## src/rtl/disp_pkg.sv

```systemverilog
// +--------------------------------------------------------------------------+
// | disp_pkg - shared FSM states and 7-segment codes for seg_display_driver   |
// | Rev 1.0                                                                  |
// +--------------------------------------------------------------------------+
`default_nettype none

package disp_pkg;

  typedef enum logic [1:0] {
    IDLE  = 2'd0,
    ABS   = 2'd1,
    SHIFT = 2'd2,
    LATCH = 2'd3
  } state_t;

  localparam int BCD_W = 4;

  localparam logic [1:0] SEL_DIGIT = 2'd0;
  localparam logic [1:0] SEL_DASH  = 2'd1;
  localparam logic [1:0] SEL_BLANK = 2'd2;

  // Active-low codes, bit order {g,f,e,d,c,b,a}
  localparam logic [6:0] SEG_0     = 7'b1000000;
  localparam logic [6:0] SEG_1     = 7'b1111001;
  localparam logic [6:0] SEG_2     = 7'b0100100;
  localparam logic [6:0] SEG_3     = 7'b0110000;
  localparam logic [6:0] SEG_4     = 7'b0011001;
  localparam logic [6:0] SEG_5     = 7'b0010010;
  localparam logic [6:0] SEG_6     = 7'b0000010;
  localparam logic [6:0] SEG_7     = 7'b1111000;
  localparam logic [6:0] SEG_8     = 7'b0000000;
  localparam logic [6:0] SEG_9     = 7'b0010000;
  localparam logic [6:0] SEG_DASH  = 7'b0111111;
  localparam logic [6:0] SEG_BLANK = 7'b1111111;

endpackage

`default_nettype wire

```

## src/rtl/seg7_decode.sv

```systemverilog
// +--------------------------------------------------------------------------+
// | seg7_decode - BCD digit / dash / blank to active-low 7-segment code       |
// | Rev 1.0                                                                  |
// +--------------------------------------------------------------------------+
`default_nettype none

module seg7_decode
  import disp_pkg::*;
(
  input  logic [BCD_W-1:0] digit,
  input  logic [1:0]       sel,
  output logic [6:0]       code
);

  always_comb begin
    code = SEG_BLANK;
    if (sel == SEL_DASH) begin
      code = SEG_DASH;
    end else if (sel == SEL_DIGIT) begin
      case (digit)
        4'd0:    code = SEG_0;
        4'd1:    code = SEG_1;
        4'd2:    code = SEG_2;
        4'd3:    code = SEG_3;
        4'd4:    code = SEG_4;
        4'd5:    code = SEG_5;
        4'd6:    code = SEG_6;
        4'd7:    code = SEG_7;
        4'd8:    code = SEG_8;
        4'd9:    code = SEG_9;
        default: code = SEG_BLANK;
      endcase
    end
  end

endmodule

`default_nettype wire

```

## src/rtl/seg_display_driver.sv

```systemverilog
// +--------------------------------------------------------------------------+
// | seg_display_driver - signed 8-bit value to two 7-segment digits via an    |
// | iterative double-dabble engine with a latest-wins pending buffer. Rev 1.0 |
// +--------------------------------------------------------------------------+
`default_nettype none

module seg_display_driver
  import disp_pkg::*;
#(
  parameter bit BLANK_LEADING_ZERO = 1'b1,
  parameter bit SEG_ACTIVE_LOW     = 1'b1
) (
  input  logic       clk50,
  input  logic       reset,
  input  logic [7:0] value_in,
  input  logic       value_valid,
  output logic       busy,
  output logic       updated,
  output logic [6:0] seg_ten,
  output logic [6:0] seg_one
);

  localparam logic [6:0] POL_MASK = SEG_ACTIVE_LOW ? 7'h00 : 7'h7F;
  localparam logic [6:0] BLANK_OUT = SEG_BLANK ^ POL_MASK;

  state_t     state, state_next;
  logic [7:0] operand;
  logic [7:0] pending;
  logic       pending_v;
  logic       sign;
  logic [7:0] mag;
  logic [11:0] bcd;
  logic [2:0] iter;

  logic [BCD_W-1:0] hundreds, tens, ones;
  logic [1:0]       sel_ten, sel_one;
  logic [6:0]       code_ten, code_one;
  logic [7:0]       low_adj;

  assign hundreds = bcd[11:8];
  assign tens     = bcd[7:4];
  assign ones     = bcd[3:0];

  // Hundreds never exceeds 1 for an 8-bit magnitude, so only tens/ones need the +3 correction.
  for (genvar n = 0; n < 2; n++) begin : g_adj
    assign low_adj[n*BCD_W +: BCD_W] = (bcd[n*BCD_W +: BCD_W] >= 4'd5)
                                     ? bcd[n*BCD_W +: BCD_W] + 4'd3
                                     : bcd[n*BCD_W +: BCD_W];
  end

  always_ff @(posedge clk50) begin
    if (!reset) state <= IDLE;
    else        state <= state_next;
  end

  always_comb begin
    state_next = state;
    case (state)
      IDLE:    if (value_valid) state_next = ABS;
      ABS:     state_next = SHIFT;
      SHIFT:   if (iter == 3'd7) state_next = LATCH;
      LATCH:   state_next = (value_valid || pending_v) ? ABS : IDLE;
      default: state_next = IDLE;
    endcase
  end

  always_comb begin
    sel_ten = SEL_DASH;
    sel_one = SEL_DASH;
    if (!sign && hundreds == 4'd0) begin
      sel_one = SEL_DIGIT;
      sel_ten = (BLANK_LEADING_ZERO && tens == 4'd0) ? SEL_BLANK : SEL_DIGIT;
    end else if (sign && hundreds == 4'd0 && tens == 4'd0) begin
      sel_one = SEL_DIGIT;
    end
  end

  seg7_decode u_dec_ten (.digit(tens), .sel(sel_ten), .code(code_ten));
  seg7_decode u_dec_one (.digit(ones), .sel(sel_one), .code(code_one));

  always_ff @(posedge clk50) begin
    if (!reset) begin
      pending_v <= 1'b0;
      busy      <= 1'b0;
      updated   <= 1'b0;
      seg_ten   <= BLANK_OUT;
      seg_one   <= BLANK_OUT;
      iter      <= 3'd0;
    end else begin
      busy    <= (state_next != IDLE);
      updated <= (state == LATCH);
      if (value_valid && state != IDLE && state != LATCH) begin
        pending   <= value_in;
        pending_v <= 1'b1;
      end
      case (state)
        IDLE: if (value_valid) operand <= value_in;
        ABS: begin
          sign <= operand[7];
          mag  <= operand[7] ? (~operand + 8'd1) : operand;
          bcd  <= 12'd0;
          iter <= 3'd0;
        end
        SHIFT: begin
          {bcd, mag} <= {bcd[10:8], low_adj, mag, 1'b0};
          iter       <= iter + 3'd1;
        end
        LATCH: begin
          seg_ten   <= code_ten ^ POL_MASK;
          seg_one   <= code_one ^ POL_MASK;
          pending_v <= 1'b0;
          if (value_valid)    operand <= value_in;
          else if (pending_v) operand <= pending;
        end
        default: ;
      endcase
    end
  end

endmodule

`default_nettype wire

```

## config.mk

```make
export PLATFORM = sky130hd
export DESIGN_NAME = seg_display_driver
export DESIGN_NICKNAME = d
export VERILOG_FILES = /design/src/rtl/disp_pkg.sv /design/src/rtl/seg7_decode.sv /design/src/rtl/seg_display_driver.sv
export SDC_FILE = /design/constraint.sdc
export NUM_CORES = 1
export LEC_CHECK = 0
export ABC_AREA = 1
export CORE_ASPECT_RATIO = 1.1
export CORE_MARGIN = 2
export CORE_UTILIZATION = 45
export DETAILED_ROUTE_END_ITERATION = 16
export MAX_ROUTING_LAYER = met4
export PLACE_DENSITY_LB_ADDON = 0.1
export SYNTH_ARGS = -nofsm -noshare
export SYNTH_HDL_FRONTEND = slang
export SYNTH_SLANG_ARGS = --single-unit
export TNS_END_PERCENT = 20
```

## constraint.sdc

```tcl
create_clock -name clk50 -period 3.75 [get_ports clk50]
set_input_delay 0.5625 -clock clk50 [delete_from_list [all_inputs] [get_ports clk50]]
set_output_delay 0.5625 -clock clk50 [all_outputs]
set_load 0.02 [all_outputs]
```

After elaboration in Yosys (flattened, before gate mapping)
Memory sizes are Yosys's and may differ from the RTL's. A register that Yosys moved wholly into a read port is not among the register bits.
Index checks and enable logic that the tools add are counted.
{"block": "op_classes", "bitwise_logic": 2, "shifts": 0, "mux": 24, "add_sub_neg": 4, "order_cmp": 2, "div_mod_pow": 0, "n_eq_ne": 9, "reduce_logical": 21, "mul": 0}
{"operator": "$mux 8", "n": 4}
{"operator": "$pmux 8 s2", "n": 2}
{"operator": "$mux 7", "n": 4}
{"operator": "$pmux 12 s2", "n": 1}
{"operator": "$mux 4", "n": 4}
{"operator": "$add 4x2->4 const B", "n": 2}
{"operator": "$add 8x1->8 const B", "n": 1}
{"operator": "$ge 4x3->1 const B", "n": 2}
{"operator": "$logic_not 4->1", "n": 2}
{"operator": "$mux 2", "n": 4}
{"operator": "$not 8->8", "n": 1}
{"operator": "$pmux 2 s4", "n": 1}
{"operator": "$reduce_bool 2->1", "n": 4}
{"operator": "$logic_not 2->1", "n": 3}
{"operator": "$pmux 3 s2", "n": 1}
{"operator": "$reduce_and 2->1", "n": 3}
{"operator": "$logic_and 1x1->1", "n": 5}
{"operator": "$eq 2x1->1 const B", "n": 2}
{"operator": "$eq 2x2->1 const B", "n": 2}
{"operator": "$ne 2x2->1 const B", "n": 2}
{"operator": "$reduce_and 4->1", "n": 1}
{"operator": "$add 3x1->3 const B", "n": 1}
{"operator": "$eq 3x3->1 const B", "n": 1}
{"operator": "$mux 1", "n": 3}
{"operator": "6 further kinds", "n": 6}
{"block": "word_totals", "n_memories": 2, "mem_bits_ro": 224, "mem_bits_rw": 0, "input_bits": 11, "output_inout_bits": 16, "latchBits": 0, "reg_bits": 59}
{"name": "(no name shown)", "words": 16, "word_bits": 7, "read_ports": 1, "rd_ports_with_merged_regs": 1, "wr": 0, "line": "seg7_decode.sv:20", "text": "case (digit)"}
{"name": "(no name shown)", "words": 16, "word_bits": 7, "read_ports": 1, "rd_ports_with_merged_regs": 1, "wr": 0, "line": "seg7_decode.sv:20"}

Logic depth before layout (Yosys ltp)
Gate-level depths: netlist of run 1.
{"block": "logic_depth", "depth_word": 8, "ltp_mapped": 14, "mapped_depth_nobuf": 14}

Cells and area by module
A second synthesis of run 1 with hierarchy kept.
{"block": "hier_totals", "hier_cells": 318, "area_unflattened_um2": 3029.2}
{"module": "seg_display_driver", "n_inst": 1, "area_per_inst_um2": 2596.2, "cells_each": 246}
{"module": "seg7_decode", "n_inst": 2, "area_per_inst_um2": 216.5, "cells_each": 36}

Least setup slack after synthesis of run 1
No wires, ideal clock.
{"block": "synth_path", "path_kind": "register to register", "from": "register state[0]", "to": "register with a tool-made name", "t_required_ns": 3.636, "period_less_slack_ns": 1.991, "slack_ns": 1.759, "arrival_ns": 1.878, "setup_time_ns": 0.114, "stages_incl_launch_ff": 13, "cell_sequence": "dfxtp_1 > inv_1 > ha_1 > nand2_4 > clkinv_4 > buf_12 > o21ai_2 > inv_1 > ha_1 > inv_1 > nand3_1 > nand3_1 > nand2_1"}
{"element": "start: declaration", "line": "seg_display_driver.sv:26", "text": "state_t state, state_next;"}
{"element": "start signal: assignment", "line": "seg_display_driver.sv:53", "text": "else state <= state_next;"}

==> reports/metrics.sh, run 1 <==
RUN_STATUS='finished clean'
SYNTHMUXAREASHARE_PCT=2.51
WORST_SLEW_PIN_SLEW_NS=0.624
FINAL_SETUP_VIOLATION_COUNT=0
VIAS_PER_CELL=4.82
YOSYS.AREA_SHARE.XOR_XNOR_PCT=0.733
CRIT_REQUIRED_NS=3.99
YOSYS.CELL_TYPES.COUNT=32
CLOCK_POWER_SHARE_PCT=26.2
TOP_USAGE_LAYER='met2'
PLACE.GP.CONGESTION=0.805
DRT_FIRST_ITER_VIOLATIONS=123
FINAL.SETUP.WORST_SLACK_NS=1.35
AREAGROWTHSYNTHTOFINISH_PCT=15.0
DRT-PASS1-ITER-COUNT=4
LAYOUT_COMMON_CELLS='sky130_fd_sc_hd__nand2_1, sky130_fd_sc_hd__inv_1, sky130_fd_sc_hd__nor2_1'
HOLD_PATH_DEPTH=2
CP_NUM_CELLS=11
PIN_COUNT_OF_THE_BIGGEST_NET_ENTERING_GLOBAL_ROUTING=34
SYNTH_FF_TYPE='sky130_fd_sc_hd__edfxtp_1'
GR-USAGE-MET2_PCT=26.1
INITIAL_UTILIZATION_PCT=45.8
FIN_TNS_SETUP_NS=0
FLOORPLAN.DIE_AREA_UM2=8700
CLOCK_SKEW_NS=0.0112
POWER.COMBINATIONAL.FRACTION_PCT=23.8
CRIT_PATH_TOP_DELAY_CELL='sky130_fd_sc_hd__dfxtp_1'
DPL_WORST_SLACK_NS=1.11
CTS_REPAIR_RESIZE_COUNT=0
GRT_RESOURCE_USAGE_TOTAL_PCT=16.1
MIN_PERIOD_OVER_PERIOD_PCT=64.0
REMAINING_DRC_ERRORS=0
RSZ0062_AT_GRT='no'
TIMING.CRITICAL_PATH.MAX_DELAY_FAMILY='adder cells'
GRT_REMAINING_OVERFLOW=0
WIRE_LENGTH_OF_THE_FIRST_GLOBAL_ROUTING_PASS_MM=10.6
FINAL_NET_COUNT=450
CLOCK_TREE.HTREE_LEVEL_COUNT=3
DP.CELLS=515
SYN-NUM-NETS=416
DP.FINAL_HPWL_MM=4.57
ROUTED_WIRELENGTH_MM=6.12
SYNTH_SIMPLE_GATE_AREA_SHARE_PCT=24.2
ASYNC_SR_FLOP_FRACTION_PCT=0
USE_MET1_PCT=18.3
CHIPWIDTH_UM=89.1
NUMPORTBUFFERS=26
CTS-ROOT-BUF='sky130_fd_sc_hd__clkbuf_8'
PWR-SHARE-SEQ_PCT=50.0
IO-PIN-COUNT=27
PATH_MAX_FANOUT=33
DIE_H_UM=97.6
CRITICAL_PATH_ARRIVAL_NS=2.64
FP.COREAREA_UM2=7830
DRT-WIRELENGTH-PER-CELL_UM=11.5
LAUNCHING_ELEMENT_TYPE_OF_THE_CRITICAL_PATH='register'
TIMING.MAX_SLEW.REL_SLACK_PCT=58.3
CTS-BUFFERS-INSERTED=9
ANTENNA_VIOLATIONS_BEFORE_REPAIR=0
INSTANCES_NO_FILL=531
FINAL.MIN_CLOCK_PERIOD_NS=2.40
CRITPATHKIND='reg -> reg'
PLEAK_nW=1.83
SYNTH_EDF_COUNT=37
DEPTH_OF_THE_MOST_CRITICAL_REG_TO_REG_PATH=11
POSTSYNTHAREAPERCELL_UM2=9.34
DRTANTENNAVIOLNETS=0
MAX_FREQ_MHz=416
SYN_INST=384
CRITICAL_PATH.N_BUFFERS_INVERTERS=4
SYNTHTOPCELLSBYAREA='sky130_fd_sc_hd__edfxtp_1, sky130_fd_sc_hd__dfxtp_1, sky130_fd_sc_hd__ha_1, sky130_fd_sc_hd__nand2_1, sky130_fd_sc_hd__inv_1'
WORST_HOLD_PATH_TYPE='reg -> reg'
NETLIST_AREA_UM2=3590
CLKLATENCYLATEPIN_NS=0.34
CTS_TREE='yes'
SYNTH_SEQ_CELLS=73
FINAL-HOLD-VIOLATION-COUNT=0
TIMING.FINAL.MAX_SLEW_VIOLATIONS=0
GLOBALROUTEMET3UTIL_PCT=3.14
P_SW_SHARE_PCT=32.2
CRITICAL_PATH.CELL_CHAIN='inv_1 -> ha_1 -> nand2_4 -> clkinv_4 -> o21ai_2 -> inv_1 -> ha_1 -> inv_1 -> nand3_1 -> nand3_1 -> nand2_1'
DETAILROUTE.VIA_COUNT=2561
SYNTH_WARNINGS=0
VIAS_IN_THE_FIRST_GLOBAL_ROUTE=2447
HOLD_BUFFERS=0
P_SWITCHING_uW=658
CRITPATHCAPTURETYPE='register'
SYNTH.YOSYS.SEQ_AREA_SHARE_PCT=51.1
PWR_DENSITY_CELL_nW_PER_UM2=495
P_INT_mW=1.39
DRIVE_ABOVE_1_SHARE_PCT=13.9
YOSYS.AREA_SHARE.ADDER_PCT=7.33
CRITPATHMOSTFREQUENTCELL='sky130_fd_sc_hd__inv_1'
ANTENNA_DIODES=0
PLACEMENT_ROWS=34
DELAY_OF_THE_SLOWEST_CELL_ON_THE_WORST_PATH_NS=0.41
SYNTH_TOP_FAMILY_BY_AREA='simple AND/OR/NAND/NOR gates'
CTS.SINK_COUNT=73
CTS_SETUP_BUFFERS=0
LAYOUT_COMMONEST_CELL='sky130_fd_sc_hd__nand2_1'
SYNTH-COMPOUND-AREA-SHARE_PCT=7.08
CLK_PIN_SLEW_WORST_PATHS_NS=0.08
MAXIMUM_RESISTIVE_DROP_ON_VDD_mV=0.211
CLOCKBUFFERDEPTH=2
DRV_CAP=0
POST-SYNTH-TOP-AREA-CELL='sky130_fd_sc_hd__edfxtp_1'
SYNTH.TOP_CELL.AREA_SHARE_PCT=31.0
==> per-stage QoR <==
stage                     total power, mW  utilization, %  hold WS, ns  cell area (µm²)
after CTS                            2.07            52.7        0.453             4130
after detailed placement             1.53            50.5        0.442             3960
after global routing                 2.18            52.7        0.493             4130
final                                2.04            52.7        0.451             4130
after floorplan                      1.42               -        0.423             3590
after global placement               1.52            50.5        0.439             3960
==> power groups by stage <==
| stage | registers, mW | clock network [mW] | logic, mW |
|---|---|---|---|
| final | 1.02 | 0.535 | 0.487 |
| after global routing | 1.04 | 0.590 | 0.559 |
| after CTS | 1.02 | 0.559 | 0.492 |
| after detailed placement | 1.04 | 0 | 0.490 |
| after global placement | 1.04 | 0 | 0.483 |
| after floorplan | 1.03 | 0 | 0.387 |
==> area by class of cell <==
| cell class | count | area, µm² |
|---|---|---|
| repair buffers | 29 | 283 |
| clock inverters | 6 | 42.5 |
| flip-flops and latches | 73 | 1830 |
| clock buffers | 10 | 128 |
| well taps | 108 | 135 |
| inverters | 53 | 204 |
| multi-input cells | 252 | 1500 |
| fillers | 770 | 3700 |
==> cell families (layout without fill, tap and decap cells) <==
group,after synthesis,count (layout)
muxes,8,8
AOI/OAI and AO/OA,43,43
buffers and inverters,59,98
and+or+nand+nor,177,177
adders and majority gates,21,21
xor gates and xnor gates,3,3
DFF,73,73
==> worst register-to-register path: stages (launching register included) <==
cell	delay [ns]
sky130_fd_sc_hd__dfxtp_1	0.41
sky130_fd_sc_hd__inv_1	0.09
sky130_fd_sc_hd__ha_1	0.41
sky130_fd_sc_hd__nand2_4	0.18
sky130_fd_sc_hd__clkinv_4	0.30
sky130_fd_sc_hd__o21ai_2	0.33
sky130_fd_sc_hd__inv_1	0.11
sky130_fd_sc_hd__ha_1	0.20
sky130_fd_sc_hd__inv_1	0.05
sky130_fd_sc_hd__nand3_1	0.09
sky130_fd_sc_hd__nand3_1	0.09
sky130_fd_sc_hd__nand2_1	0.05
==> metal layers <==
metal  routed length [µm]  share of wire (%)
met3                  174                2.8
met2                 2990                 49
met1                 2770                 45
met4                  184                3.0
met5                    0                  0
==> Yosys cell counts, drive strengths merged, types with 3 or more instances <==
library cell and n:
xor2 3, nand3 36, dfxtp 36, nor3 3, buf 5, mux2 8, a21oi 23, inv 52
edfxtp 37, nand2 83, nor2 45, ha 21, o21ai 16, nand4 8
==> path summary, 6_finish.rpt <==
kind | start | end | slack, ns
worst min register to register | register | seg_one[6] | 0.45
worst min-delay path | register | seg_one[6] | 0.45
worst max-delay path | state[0] | register | 1.35
worst max register to register | state[0] | register | 1.35
(Power assumes the default switching activity.)
==> run 2, diff against run 1 <==
clock period = 1.9 ns   (was 3.75 ns; I/O delays follow)
==> run 2 against run 1 <==
  * Clock skew is 0.00051 ns lower
  * Critical path type unchanged
  * Cell count is 4.5% higher
  * Utilization is 5.3 points higher
  * Sequential cell count stayed put
  * Sequential share of layout area is 4.0 points lower
  * Highest routed layer unchanged
  * Register-to-register slack worse by 1.3 ns
  * Global-route usage is 1.2 points higher
  * Combinational power is 150% higher
  * Critical path depth is 2 higher
  * Largest power group unchanged
==> reports/metrics.sh, run 2 (synthesis gave the netlist of run 1 again) <==
VIAS_PER_CELL=4.77  # -1.0%
CHIPWIDTH_UM=89.1  # unchanged
FP.COREAREA_UM2=7830  # unchanged
FIN_TNS_SETUP_NS=0  # unchanged
LAYOUT_COMMON_CELLS='sky130_fd_sc_hd__nand2_1, sky130_fd_sc_hd__nor2_1, sky130_fd_sc_hd__inv_1'
NUMPORTBUFFERS=26  # unchanged
MIN_PERIOD_OVER_PERIOD_PCT=97.6  # +34 points
PLACE_AREA_UM2=4170  # +5.3%
FINAL-HOLD-VIOLATION-COUNT=0  # unchanged
MAXIMUM_RESISTIVE_DROP_ON_VDD_mV=0.539  # +160%
FINAL.MIN_CLOCK_PERIOD_NS=1.85  # -0.546 ns
INSTANCES_NO_FILL=555  # +4.5%
HOLD_BUFFERS=0  # unchanged
TOTAL_POWER_mW=4.60  # +120%
FINAL.FILL_COUNT=721  # -6.4%
CTS.SINK_COUNT=73  # unchanged
CTS-BUFFERS-INSERTED=9  # unchanged
ANTENNA_DIODES=0  # unchanged
FIN_AREA_UM2=4540  # +10%
WORST_SLEW_PIN_SLEW_NS=0.478  # -0.146 ns
GRT_REMAINING_OVERFLOW=0  # unchanged
DRT-PASS1-ITER-COUNT=4  # unchanged
FF_LATCH_AREA_UM2=1830  # about the same
FINAL_NET_COUNT=474  # +5.3%
VIAS_IN_THE_FIRST_GLOBAL_ROUTE=2599  # +6.2%
DEPTH_OF_THE_MOST_CRITICAL_REG_TO_REG_PATH=13  # +2
PLACEMENT_ROWS=34  # unchanged
AREAGROWTHSYNTHTOFINISH_PCT=26.6
TIMING.FINAL.MAX_SLEW_VIOLATIONS=0  # unchanged
CRITPATHLAUNCH='bcd[0]'
PLEAK_nW=2.00  # +9.4%
CTS-ROOT-BUF='sky130_fd_sc_hd__clkbuf_8'
CLOCKBUFFERDEPTH=2  # unchanged
RUN_STATUS='finished clean'
CTS_TREE='yes'
LAUNCHING_ELEMENT_TYPE_OF_THE_CRITICAL_PATH='register'
RRSETUPSLACK_NS=0.05  # -1.30 ns
DRV_CAP=0  # unchanged
FINAL_SETUP_VIOLATION_COUNT=0  # unchanged
PLACE.GP.CONGESTION=0.842  # +4.6%
CRITICAL_PATH_ARRIVAL_NS=2.11  # -0.53 ns
CRITPATHKIND='reg -> reg'
CLK_PIN_SLEW_WORST_PATHS_NS=0.08  # about the same
DRT-WIRELENGTH-PER-CELL_UM=11.9  # +3.3%
POSTLAYOUTCOREUTIL_PCT=58.0  # +5.3 points
CRITPATHCAPTURETYPE='register'
MAX_FREQ_MHz=539  # +29%
CRIT_REQUIRED_NS=2.15  # -1.84 ns
CLOCK_SKEW_NS=0.0107  # -0.000511 ns
PATH_MAX_FANOUT=4  # -88%
IO-PIN-COUNT=27  # unchanged
MULTI_INPUT_AREA_UM2=1640  # +9.2%
DIE_H_UM=97.6  # unchanged
DETAILROUTE.VIA_COUNT=2650  # +3.5%
INITIAL_UTILIZATION_PCT=45.8  # unchanged
REMAINING_DRC_ERRORS=0  # unchanged
TIMING.MAX_SLEW.REL_SLACK_PCT=68.1  # +9.8 points
FLOORPLAN.DIE_AREA_UM2=8700  # unchanged
ROUTED_WIRELENGTH_MM=6.60  # +7.9%
FINAL.SETUP.WORST_SLACK_NS=0.0455  # -1.30 ns
ANTENNA_VIOLATIONS_BEFORE_REPAIR=0  # unchanged
CLKLATENCYLATEPIN_NS=0.35  # about the same
PWR_DENSITY_CELL_nW_PER_UM2=1010  # +100%
DRTANTENNAVIOLNETS=0  # unchanged
DPL_WORST_SLACK_NS=-0.0359  # -1.15 ns
WORST_HOLD_PATH_TYPE='reg -> reg'
DRT_FIRST_ITER_VIOLATIONS=103  # -16%
RSZ0062_AT_GRT='yes'
PIN_COUNT_OF_THE_BIGGEST_NET_ENTERING_GLOBAL_ROUTING=29  # -15%
GRT_RESOURCE_USAGE_TOTAL_PCT=17.3  # +1.2 points
CLOCK_TREE.HTREE_LEVEL_COUNT=3  # unchanged
HOLD-WORST-SLACK_NS=0.444  # -0.00681 ns
LAYOUT_COMMONEST_CELL='sky130_fd_sc_hd__nand2_1'
WIRE_LENGTH_OF_THE_FIRST_GLOBAL_ROUTING_PASS_MM=11.5  # +8.8%
DP.FINAL_HPWL_MM=4.79  # +5.0%
R2R_START='bcd[0]'
DRIVE_ABOVE_1_SHARE_PCT=25.7  # +12 points
DP.CELLS=538  # +4.5%
run 2: cell count changes in the layout (fill, tap and decap cells not counted), sizes merged:
cell | before | now
buf | 3 | 27
clkinvlp | 3 | 0
clkbuf | 10 | 12
bufinv | 0 | 1
clkinv | 3 | 2
inv | 53 | 54
run 2: worst max-delay path, cell delays in order (launching register included):
cell and delay (ns):
sky130_fd_sc_hd__edfxtp_1 0.43, sky130_fd_sc_hd__inv_2 0.10, sky130_fd_sc_hd__ha_4 0.14, sky130_fd_sc_hd__inv_2 0.05, sky130_fd_sc_hd__nand2_2 0.07, sky130_fd_sc_hd__nand3_1 0.10
sky130_fd_sc_hd__nand2_1 0.10, sky130_fd_sc_hd__nand4_1 0.10, sky130_fd_sc_hd__nand2_2 0.11, sky130_fd_sc_hd__inv_2 0.06, sky130_fd_sc_hd__ha_1 0.29, sky130_fd_sc_hd__nand3_2 0.08
sky130_fd_sc_hd__nand3_1 0.07, sky130_fd_sc_hd__nand2_1 0.05
run 2: power breakdown:
part	internal, mW	leakage (nW)	switching, mW	total [mW]
registers	1.92	0.642	0.0908	2.01
logic	0.497	1.24	0.712	1.21
clock network	0.775	0.118	0.598	1.37
total	3.19	2.00	1.40	4.60
run 2: area by class of cell:
class	instances	share of cell area (%)
tap	108	2.98
sequential	73	40.4
clock inverter	4	1.19
clock buffer	12	3.92
multi-input combinational	252	36.1
inverter	53	4.55
timing repair buffer	53	10.8
run 2: worst min-delay path by stage:
| stage | slack [ns] | to | start | cells after the start |
|---|---|---|---|---|
| 5_1_grt | 0.47 | seg_one[6] | register | 2 |
| 2_1_floorplan | 0.38 | pending[0] | value_in[0] | 0 |
| 4_1_cts | 0.45 | seg_one[6] | register | 2 |
| 3_5_place_dp | 0.44 | seg_one[6] | register | 2 |
| 3_3_place_gp | 0.43 | seg_one[6] | register | 2 |
| 6_report | 0.44 | seg_one[6] | register | 2 |
run 2: what timing repair did:
item                                    4_1_cts  5_1_grt
cloned                                        0        0
gates resized for setup                       2       37
endpoints found under the setup margin        1       13
setup buffers                                 0        1
pin swaps                                     0       10
run 2: routing by layer:
metal / track usage [%] / part of all wire, % / up-vias / routed length [µm]
met5: - / 0 / - / 0
met4: 7.23 / 2.0 / 0 / 129
met3: 2.80 / 2.8 / 12 / 182
met2: 28.7 / 52 / 46 / 3420
met1: 20.5 / 43 / 1209 / 2870
li1: - / - / 1383 / -
==> run 3, diff against run 2 <==
CORE_MARGIN = 3   (was 2)
==> run 3 against run 2 <==
  * Clock-buffer cell count is 1 lower
  * Global-route usage is 1.2 points lower
  * Power down 0.32%
==> reports/metrics.sh, run 3 (synthesis gave the netlist of run 1 again) <==
RUN_STATUS='finished clean'
CRITPATHCAPTURETYPE='register'
FINAL_SETUP_VIOLATION_COUNT=0  # unchanged
NUMPORTBUFFERS=26  # unchanged
TOTAL_POWER_mW=4.58  # -0.32%
HOLD_BUFFERS=0  # unchanged
VIAS_PER_CELL=4.86  # +1.8%
FINAL.FILL_COUNT=654  # -9.3%
DIE_H_UM=99.6  # +2.0%
FINAL-HOLD-VIOLATION-COUNT=0  # unchanged
DELAY_OF_THE_SLOWEST_CELL_ON_THE_WORST_PATH_NS=0.40  # -0.03 ns
CTS_TREE='yes'
GRT_REMAINING_OVERFLOW=0  # unchanged
WIRE_LENGTH_OF_THE_FIRST_GLOBAL_ROUTING_PASS_MM=11.6  # +0.12%
DP.CELLS=539  # +0.19%
REMAINING_DRC_ERRORS=0  # unchanged
DRTANTENNAVIOLNETS=0  # unchanged
CTS-ROOT-BUF='sky130_fd_sc_hd__clkbuf_8'
AREAGROWTHSYNTHTOFINISH_PCT=31.7
MULTI_INPUT_AREA_UM2=1750  # +6.5%
TIMING.CRITICAL_PATH.MAX_DELAY_FAMILY='simple AND/OR/NAND/NOR gates'
DP.FINAL_HPWL_MM=5.08  # +5.9%
FLOORPLAN.DIE_AREA_UM2=9080  # +4.3%
MAXIMUM_RESISTIVE_DROP_ON_VDD_mV=0.459  # -15%
HOLD_PATH_DEPTH=2  # unchanged
LAYOUT_COMMONEST_CELL='sky130_fd_sc_hd__nand2_1'
HOLD_PATH_END='seg_one[6]'
R2R_START='bcd[1]'
FP.COREAREA_UM2=7600  # -2.9%
PWR_DENSITY_CELL_nW_PER_UM2=970  # -4.2%
HOLD-WORST-SLACK_NS=0.461  # +0.0164 ns
ROUTED_WIRELENGTH_MM=7.06  # +6.9%
TIMING.MAX_SLEW.REL_SLACK_PCT=70.3  # +2.2 points
LAUNCHING_ELEMENT_TYPE_OF_THE_CRITICAL_PATH='register'
ANTENNA_VIOLATIONS_BEFORE_REPAIR=0  # unchanged
CLOCK_TREE.HTREE_LEVEL_COUNT=3  # unchanged
DRV_CAP=0  # unchanged
CLOCK_SKEW_NS=0.00836  # -0.00235 ns
INITIAL_UTILIZATION_PCT=47.2  # +1.4 points
CTS-BUFFERS-INSERTED=9  # unchanged
FINAL_NET_COUNT=490  # +3.4%
DEPTH_OF_THE_MOST_CRITICAL_REG_TO_REG_PATH=12  # -1
CTS.SINK_COUNT=73  # unchanged
CRITPATHLAUNCH='bcd[1]'
PLACEMENT_ROWS=33  # -2.9%
WORST_HOLD_PATH_TYPE='reg -> reg'
INSTANCES_NO_FILL=568  # +2.3%
DETAILROUTE.VIA_COUNT=2762  # +4.2%
MAX_FREQ_MHz=535  # -0.85%
DRT-PASS1-ITER-COUNT=4  # unchanged
PLEAK_nW=2.08  # +3.9%
PIN_COUNT_OF_THE_BIGGEST_NET_ENTERING_GLOBAL_ROUTING=16  # -45%
WORST_SLEW_PIN_SLEW_NS=0.445  # -0.0330 ns
CRIT_PATH_TOP_DELAY_CELL='sky130_fd_sc_hd__edfxtp_1'
CRITPATHKIND='reg -> reg'
FF_LATCH_AREA_UM2=1840  # +0.14%
FINAL.MIN_CLOCK_PERIOD_NS=1.87  # +0.0160 ns
TIMING.FINAL.MAX_SLEW_VIOLATIONS=0  # unchanged
PLACE.GP.CONGESTION=0.818  # -2.8%
CRITICAL_PATH.CELL_CHAIN='inv_2 -> ha_2 -> nand2_2 -> nand4_1 -> nand4_1 -> nand2_2 -> inv_4 -> ha_2 -> inv_2 -> nand3_2 -> nand3_2 -> nand2_1'
CLKLATENCYLATEPIN_NS=0.34  # about the same
RSZ0062_AT_GRT='yes'
CLK_PIN_SLEW_WORST_PATHS_NS=0.08  # about the same
RRSETUPSLACK_NS=0.03  # -0.02 ns
CHIPWIDTH_UM=91.1  # +2.2%
IO-PIN-COUNT=27  # unchanged
ANTENNA_DIODES=0  # unchanged
CLOCKBUFFERDEPTH=2  # unchanged
CRITICAL_PATH_ARRIVAL_NS=2.11  # about the same
DRIVE_ABOVE_1_SHARE_PCT=31.5  # +5.8 points
CRITICAL_PATH.N_BUFFERS_INVERTERS=3  # unchanged
PATH_MAX_FANOUT=4  # unchanged
CRIT_REQUIRED_NS=2.13  # -0.02 ns
DRT_FIRST_ITER_VIOLATIONS=101  # -1.9%
VIAS_IN_THE_FIRST_GLOBAL_ROUTE=2669  # +2.7%
GRT_RESOURCE_USAGE_TOTAL_PCT=16.1  # -1.2 points
MIN_PERIOD_OVER_PERIOD_PCT=98.4  # +0.84 points
DRT-WIRELENGTH-PER-CELL_UM=12.4  # +4.4%
LAYOUT_COMMON_CELLS='sky130_fd_sc_hd__nand2_1, sky130_fd_sc_hd__nor2_1, sky130_fd_sc_hd__buf_4'
run 3: changes by cell type in the layout (fill, tap and decap cells not counted), moves of 2 or more:
| cell | before | now |
|---|---|---|
| sky130_fd_sc_hd__buf_4 | 24 | 39 |
| sky130_fd_sc_hd__buf_6 | 1 | 3 |
| sky130_fd_sc_hd__ha_1 | 12 | 8 |
| sky130_fd_sc_hd__ha_4 | 4 | 9 |
| sky130_fd_sc_hd__inv_1 | 39 | 35 |
| sky130_fd_sc_hd__inv_2 | 12 | 15 |
| sky130_fd_sc_hd__nand2_1 | 63 | 60 |
| sky130_fd_sc_hd__nand2_4 | 7 | 9 |
| sky130_fd_sc_hd__nand3_1 | 25 | 21 |
| sky130_fd_sc_hd__nand3_2 | 10 | 13 |
run 3: through the flow:
stage          TNS [ns]  utilization, %  setup slack, ns  cell area [µm²]
6_report              0            62.2           0.0295             4720
5_1_grt          -0.321            62.2          -0.0691             4720
4_1_cts         -0.0345            57.7          -0.0141             4390
3_5_place_dp     -0.149            55.0          -0.0428             4180
3_3_place_gp    -0.0217            55.0          -0.0123             4180
2_1_floorplan         0               -           0.0157             3600
run 3: worst max-delay path by stage:
stage / end / slack (ns) / cells after the start
floorplan: register / 0.02 / 13
global placement: register / -0.01 / 14
detailed placement: register / -0.04 / 10
CTS: register / -0.01 / 13
global route: register / -0.07 / 14
finish: register / 0.03 / 12
run 3: repair_timing:
action / in CTS / in global routing
setup endpoints to repair: 8 / 15
hold endpoints to repair: 0 / 0
gates resized for setup: 3 / 62
pin swaps: 0 / 23
gates cloned: 0 / 0
setup buffers: 1 / 12
run 3: power by group:
| part | leakage [nW] | internal [mW] | switching [mW] |
|---|---|---|---|
| Clock | 0.102 | 0.564 | 0.587 |
| Combinational | 1.34 | 0.607 | 0.805 |
| Sequential | 0.642 | 1.92 | 0.0955 |
run 3: worst reg2reg max path: stages, from the launching register on:
cell and delay [ns]:
sky130_fd_sc_hd__edfxtp_1 0.40, sky130_fd_sc_hd__inv_2 0.11, sky130_fd_sc_hd__ha_2 0.20, sky130_fd_sc_hd__nand2_2 0.08, sky130_fd_sc_hd__nand4_1 0.13, sky130_fd_sc_hd__nand4_1 0.11, sky130_fd_sc_hd__nand2_2 0.14, sky130_fd_sc_hd__inv_4 0.07
sky130_fd_sc_hd__ha_2 0.19, sky130_fd_sc_hd__inv_2 0.05, sky130_fd_sc_hd__nand3_2 0.11, sky130_fd_sc_hd__nand3_2 0.10, sky130_fd_sc_hd__nand2_1 0.07
run 3: area by class of cell:
class,instances,share of cell area [%]
Sequential cell,73,38.9
Multi-Input combinational cell,252,37.0
Timing Repair Buffer,69,12.8
Inverter,53,4.48
Clock buffer,11,3.26
Tap cell,105,2.78
Clock inverter,5,0.795
run 3: layer usage:
metal / vias to the layer above / wire length, µm / part of all wire [%] / track usage (%)
li1: 1415 / - / - / -
met1: 1290 / 2970 / 42 / 17.7
met2: 52 / 3770 / 53 / 28.0
met3: 5 / 262 / 3.7 / 4.54
met4: 0 / 47 / 0.67 / 5.80
met5: - / 0 / 0 / -
==> RTL change 1 (settings of run 2) <==
Set the parameter `BLANK_LEADING_ZERO` to 1'b0 (it was 1'b1).
--- a/src/rtl/seg_display_driver.sv
+++ b/src/rtl/seg_display_driver.sv
@@ -7,7 +7,7 @@
 module seg_display_driver
   import disp_pkg::*;
 #(
-  parameter bit BLANK_LEADING_ZERO = 1'b1,
+  parameter bit BLANK_LEADING_ZERO = 1'b0,
   parameter bit SEG_ACTIVE_LOW     = 1'b1
 ) (
   input  logic       clk50,
Behaviour: same outputs for any inputs over 10 cycles, from zero or initial values and one cycle with reset low; that may be too few to reach the edited logic, so the function may still have changed.
==> RTL change 1 against run 2 <==
- area after synthesis down 1.3%
- sequential cell count did not move
- count of clock-buffer cells in the layout fell by 1
- design area increased by 0.99%
- total power shrank 5.0%
- wire length fell by 1.3%
- first-iteration DRC count up 45%
- worst setup slack better by 0.019 ns
- die area down 1.2%
- final cell count rose by 1.1%
- utilization up 2.7 points
==> RTL change 1: results (changes against run 2) <==
- Synth top area cells: edfxtp_1 31%, dfxtp_1 20%, ha_1 7.8%, nand2_1 7.6%, nor2_1 4.6%
- Sequential area share after synthesis: 0.517 (+0.00650)
- H-tree depth: 3 (unchanged)
- Slew headroom: 0.667 (-0.0142)
- Fraction of layout cells with a size suffix above 1: 0.300 (+0.0432)
- CP Data Arrival Time: 2.07 ns (-0.04 ns)
- Pre-CTS setup slack: -0.0126 ns (+0.0233 ns)
- Initial DRC Count: 149 (+45%)
- Min Hold Slack: 0.440 ns (-0.00407 ns)
- Overall routing resource usage: 0.164 (-0.00919)
- Filler cells: 662 (-8.2%)
- ANT nets after route: 0 (unchanged)
- First-pass GRT wire length: 10.8 mm (-6.4%)
- Wire per inst: 11.6 microns (-2.4%)
- LEAKAGE: 2.01 nW (+0.27%)
- Worst path max stage delay: 0.47 ns (+0.04 ns)
- Synthesized instance count: 383 (-0.26%)
- Nets: 484 (+2.1%)
- Vias in the first global route: 2457 (-5.5%)
- Unique masters post-synth: 31 (-3.1%)
- R2r setup slk: 0.06 ns (+0.02 ns)
- Dpl hpwl: 4.72 mm (-1.6%)
- GPL Wtd Cong: 0.922 (+9.4%)
- Longest Clk Path Bufs: 2 (unchanged)
- Clock skew: 0.00959 ns (-0.00111 ns)
- Period utilization: 0.966 (-0.0100)
- Placed cell count: 538 (unchanged)
- Run status: finished clean
- Synth cell count leaders: 72 x nand2_1, 43 x nor2_1, 41 x inv_1
- Worst VDD drop: 0.000431 V (-20%)
- DR vias: 2660 (+0.38%)
- Initial antenna violation count: 0 (unchanged)
==> RTL change 1: logic make-up (layout without fill, tap and decap cells) <==
family,after synthesis,count (layout),share of synthesized area
flops,73,73,0.517
buf+inv,56,129,0.0664
simple gates,177,177,0.235
mux,8,8,0.0254
compound gates,44,44,0.0707
fa+ha+maj,22,22,0.0777
xor+xnor,3,3,0.00742
==> RTL change 1: per-stage QoR <==
stage	total power, W	cell area (sq um)
after floorplan	0.00282	3550
after global placement	0.00315	4130
after detailed placement	0.00317	4130
after CTS	0.00419	4290
after global routing	0.00467	4580
final	0.00436	4580
==> RTL change 1: worst paths after layout <==
kind,end,startpoint
setup reg to reg,flip-flop,bcd[0]
hold / removal,seg_ten[6],flip-flop
hold reg to reg,seg_ten[6],flip-flop
setup / recovery,flip-flop,bcd[0]
==> RTL change 1: power groups by stage <==
stage	registers (W)	logic [W]	clock network (W)
global route	0.00207	0.00150	0.00110
global placement	0.00206	0.00110	0
detailed placement	0.00206	0.00111	0
floorplan	0.00206	0.000765	0
CTS	0.00203	0.00113	0.00104
finish	0.00203	0.00134	0.000995
==> RTL change 1: area by class of cell <==
class / count / share of cell area
multi-input combinational: 254 / 0.373
tap: 105 / 0.0287
sequential: 73 / 0.400
clock buffer: 11 / 0.0287
inverter: 50 / 0.0415
clock inverter: 5 / 0.00491
timing repair buffer: 63 / 0.123
==> RTL change 1: metal layers <==
layer,track usage,part of all wire
met1,0.198,0.45
met2,0.259,0.52
met3,0.0341,0.023
met4,0.0781,0.013
met5,-,0
==> RTL change 1: repair_timing <==
| action | CTS | global route |
|---|---|---|
| setup endpoints to repair | 1 | 14 |
| resized for setup | 0 | 61 |
| pin swaps | 1 | 21 |
| setup buffers | 1 | 6 |
==> RTL change 1: worst register-to-register path, delay by kind of cell, from the launching register on <==
| kind | cells | cell delay [ns] |
|---|---|---|
| DFF | 1 | 0.47 |
| and+or+nand+nor | 9 | 0.66 |
| AOI/OAI and AO/OA | 1 | 0.08 |
| buffers and inverters | 1 | 0.12 |
| adders and majority gates | 2 | 0.43 |
==> RTL change 2 (config.mk and constraints of run 2) <==
Made on the original files. Encoding of `state_t`: now Gray code (2 bits for 4 states).
--- a/src/rtl/disp_pkg.sv
+++ b/src/rtl/disp_pkg.sv
@@ -7,10 +7,10 @@
 package disp_pkg;
 
   typedef enum logic [1:0] {
-    IDLE  = 2'd0,
-    ABS   = 2'd1,
-    SHIFT = 2'd2,
-    LATCH = 2'd3
+    IDLE  = 2'b00,
+    ABS   = 2'b01,
+    SHIFT = 2'b11,
+    LATCH = 2'b10
   } state_t;
 
   localparam int BCD_W = 4;
Formal check against the unedited RTL: no difference found for any inputs over 10 cycles, from zero or initial values and one cycle with reset low; not proved beyond that.
==> RTL change 2 against run 2 <==
- sequential cell count is the same
- via count increased by 3.8%
- design area barely moved
- area after synthesis shrank 2.5%
- worst setup slack got worse by 0.012 ns
- wire length is 10% higher
- critical path type unchanged
- highest routed layer unchanged
Power is not compared: it rests on default switching activity, and its combinational part moved more than twofold at a synthesized area within 25%.
==> RTL change 2: results (changes against run 2) <==
- Run status: finished clean
- Routed wl met2: 3.64 mm (+6.4%)
- DR vias: 2750 (+3.8%)
- Worst-path clk slew: 0.08 ns (about the same)
- FFs w/ async S/R, synth: 0 (unchanged)
- Unique masters post-synth: 35 (+9.4%)
- Wire length on met1: 3.26 mm (+13%)
- Initial DRC Count: 160 (+55%)
- Critical path's slowest cell: edfxtp_1
- Clock skew: 0.0101 ns (-0.000598 ns)
- Worst Hold Path EP: seg_one[6]
- Sw Share: 0.255
- Worst path max stage delay: 0.41 ns (-0.02 ns)
- Fraction of layout cells with a size suffix above 1: 0.310 (+0.0523)
- Overall routing resource usage: 0.191 (+0.0176)
- Hold depth: 2 (unchanged)
- Sequential area share after synthesis: 0.524 (+0.0132)
- Initial antenna violation count: 0 (unchanged)
- Clock Latency Late Sink: 0.34 ns
- WL met3: 226 microns (+24%)
- Filler cells: 680 (-5.7%)
- R2r startpoint: bcd[5]
- Worst Tran Pin Value: 0.348 ns (-0.129 ns)
- Combinational fraction of design power: 0.132
- Synth warn: 0 (unchanged)
- First-pass GRT wire length: 12.2 mm (+5.7%)
- Setup CP Type: flip-flop to flip-flop
- GPL Wtd Cong: 0.925 (+9.8%)
- Post-synth EDFFs: 37 (unchanged)
- Top layer in use: met4
- WL final: 7.28 mm (+10%)
- Largest net degree at the start of global routing: 20 (-31%)
- Synth top area cells: edfxtp_1 32%, dfxtp_1 21%, nand2_1 6.9%, ha_1 6.1%, nand3_1 4.7%
- Power Combinational: about 0.00042 W
- Hold Path Class: flip-flop to flip-flop
- Num CTS Buffers: 9 (unchanged)
- Clk. pwr: 0.000999 W
- Synth cell count leaders: 64 x nand2_1, 38 x nor2_1, 37 x edfxtp_1
- Dpl hpwl: 5.15 mm (+7.3%)
- Synthesized net count: 400 (-3.8%)
- Main synth FF type: edfxtp_1
- LEAKAGE: 1.93 nW
- Worst r2r path cells: 11 (-2)
- Port Buf Inserts: 26 (unchanged)
- Nets: 472 (-0.42%)
- Worst VDD drop: 0.000386 V
## RTL change 2: cell count changes after synthesis, sizes merged, moves of 4 or more
cell   before  now
ha         21   17
inv        52   42
nand2      83   78
nor2       45   39
nor3        3   13
o21ai      16   10
## RTL change 2: stage by stage
step                      cells  utilization  hold slack, ns  setup slack [ns]  area, sq um
after floorplan             372            -           0.384            0.0698         3500
after global placement      527        0.545           0.443           -0.0498         4100
after detailed placement    527        0.545           0.444            -0.128         4100
after CTS                   546        0.572           0.465         -0.000296         4300
after global routing        554        0.604           0.500           -0.0825         4540
final                       554        0.604           0.455            0.0333         4540
## RTL change 2: worst max-delay path, delay by kind of cell, from the launching register on
family | cells | cell delay (ns)
adders and majority gates | 2 | 0.46
buffers and inverters | 2 | 0.17
DFF | 1 | 0.41
and+or+nand+nor | 7 | 0.74
## RTL change 2: what timing repair did
action / in CTS / in global routing
pin swaps: 1 / 19
endpoints found under the setup margin: 9 / 14
gates cloned: 0 / 0
setup buffers: 3 / 8
gates resized for setup: 9 / 45
## RTL change 2: layer usage
layer  vias to the layer above  track usage
met2                        42        0.313
met1                      1300        0.227
met5                         -            -
met4                         0       0.0795
met3                        18       0.0450
li1                       1390            -
## RTL change 2: layout make-up
| type | instances | share of cell area |
|---|---|---|
| flip-flops and latches | 73 | 0.404 |
| multi-input cells | 246 | 0.360 |
| repair buffers | 71 | 0.135 |
| inverters | 43 | 0.0383 |
| clock buffers | 11 | 0.0289 |
| well taps | 105 | 0.0289 |
| clock inverters | 5 | 0.00496 |
## RTL change 2: cells by family after synthesis
kind of cell,count (synthesis),synth area share
adders and majority gates,17,0.0608
muxes,8,0.0258
DFF,73,0.524
xor gates and xnor gates,5,0.0125
AOI/OAI and AO/OA,39,0.0673
buffers and inverters,53,0.0651
and+or+nand+nor,177,0.244
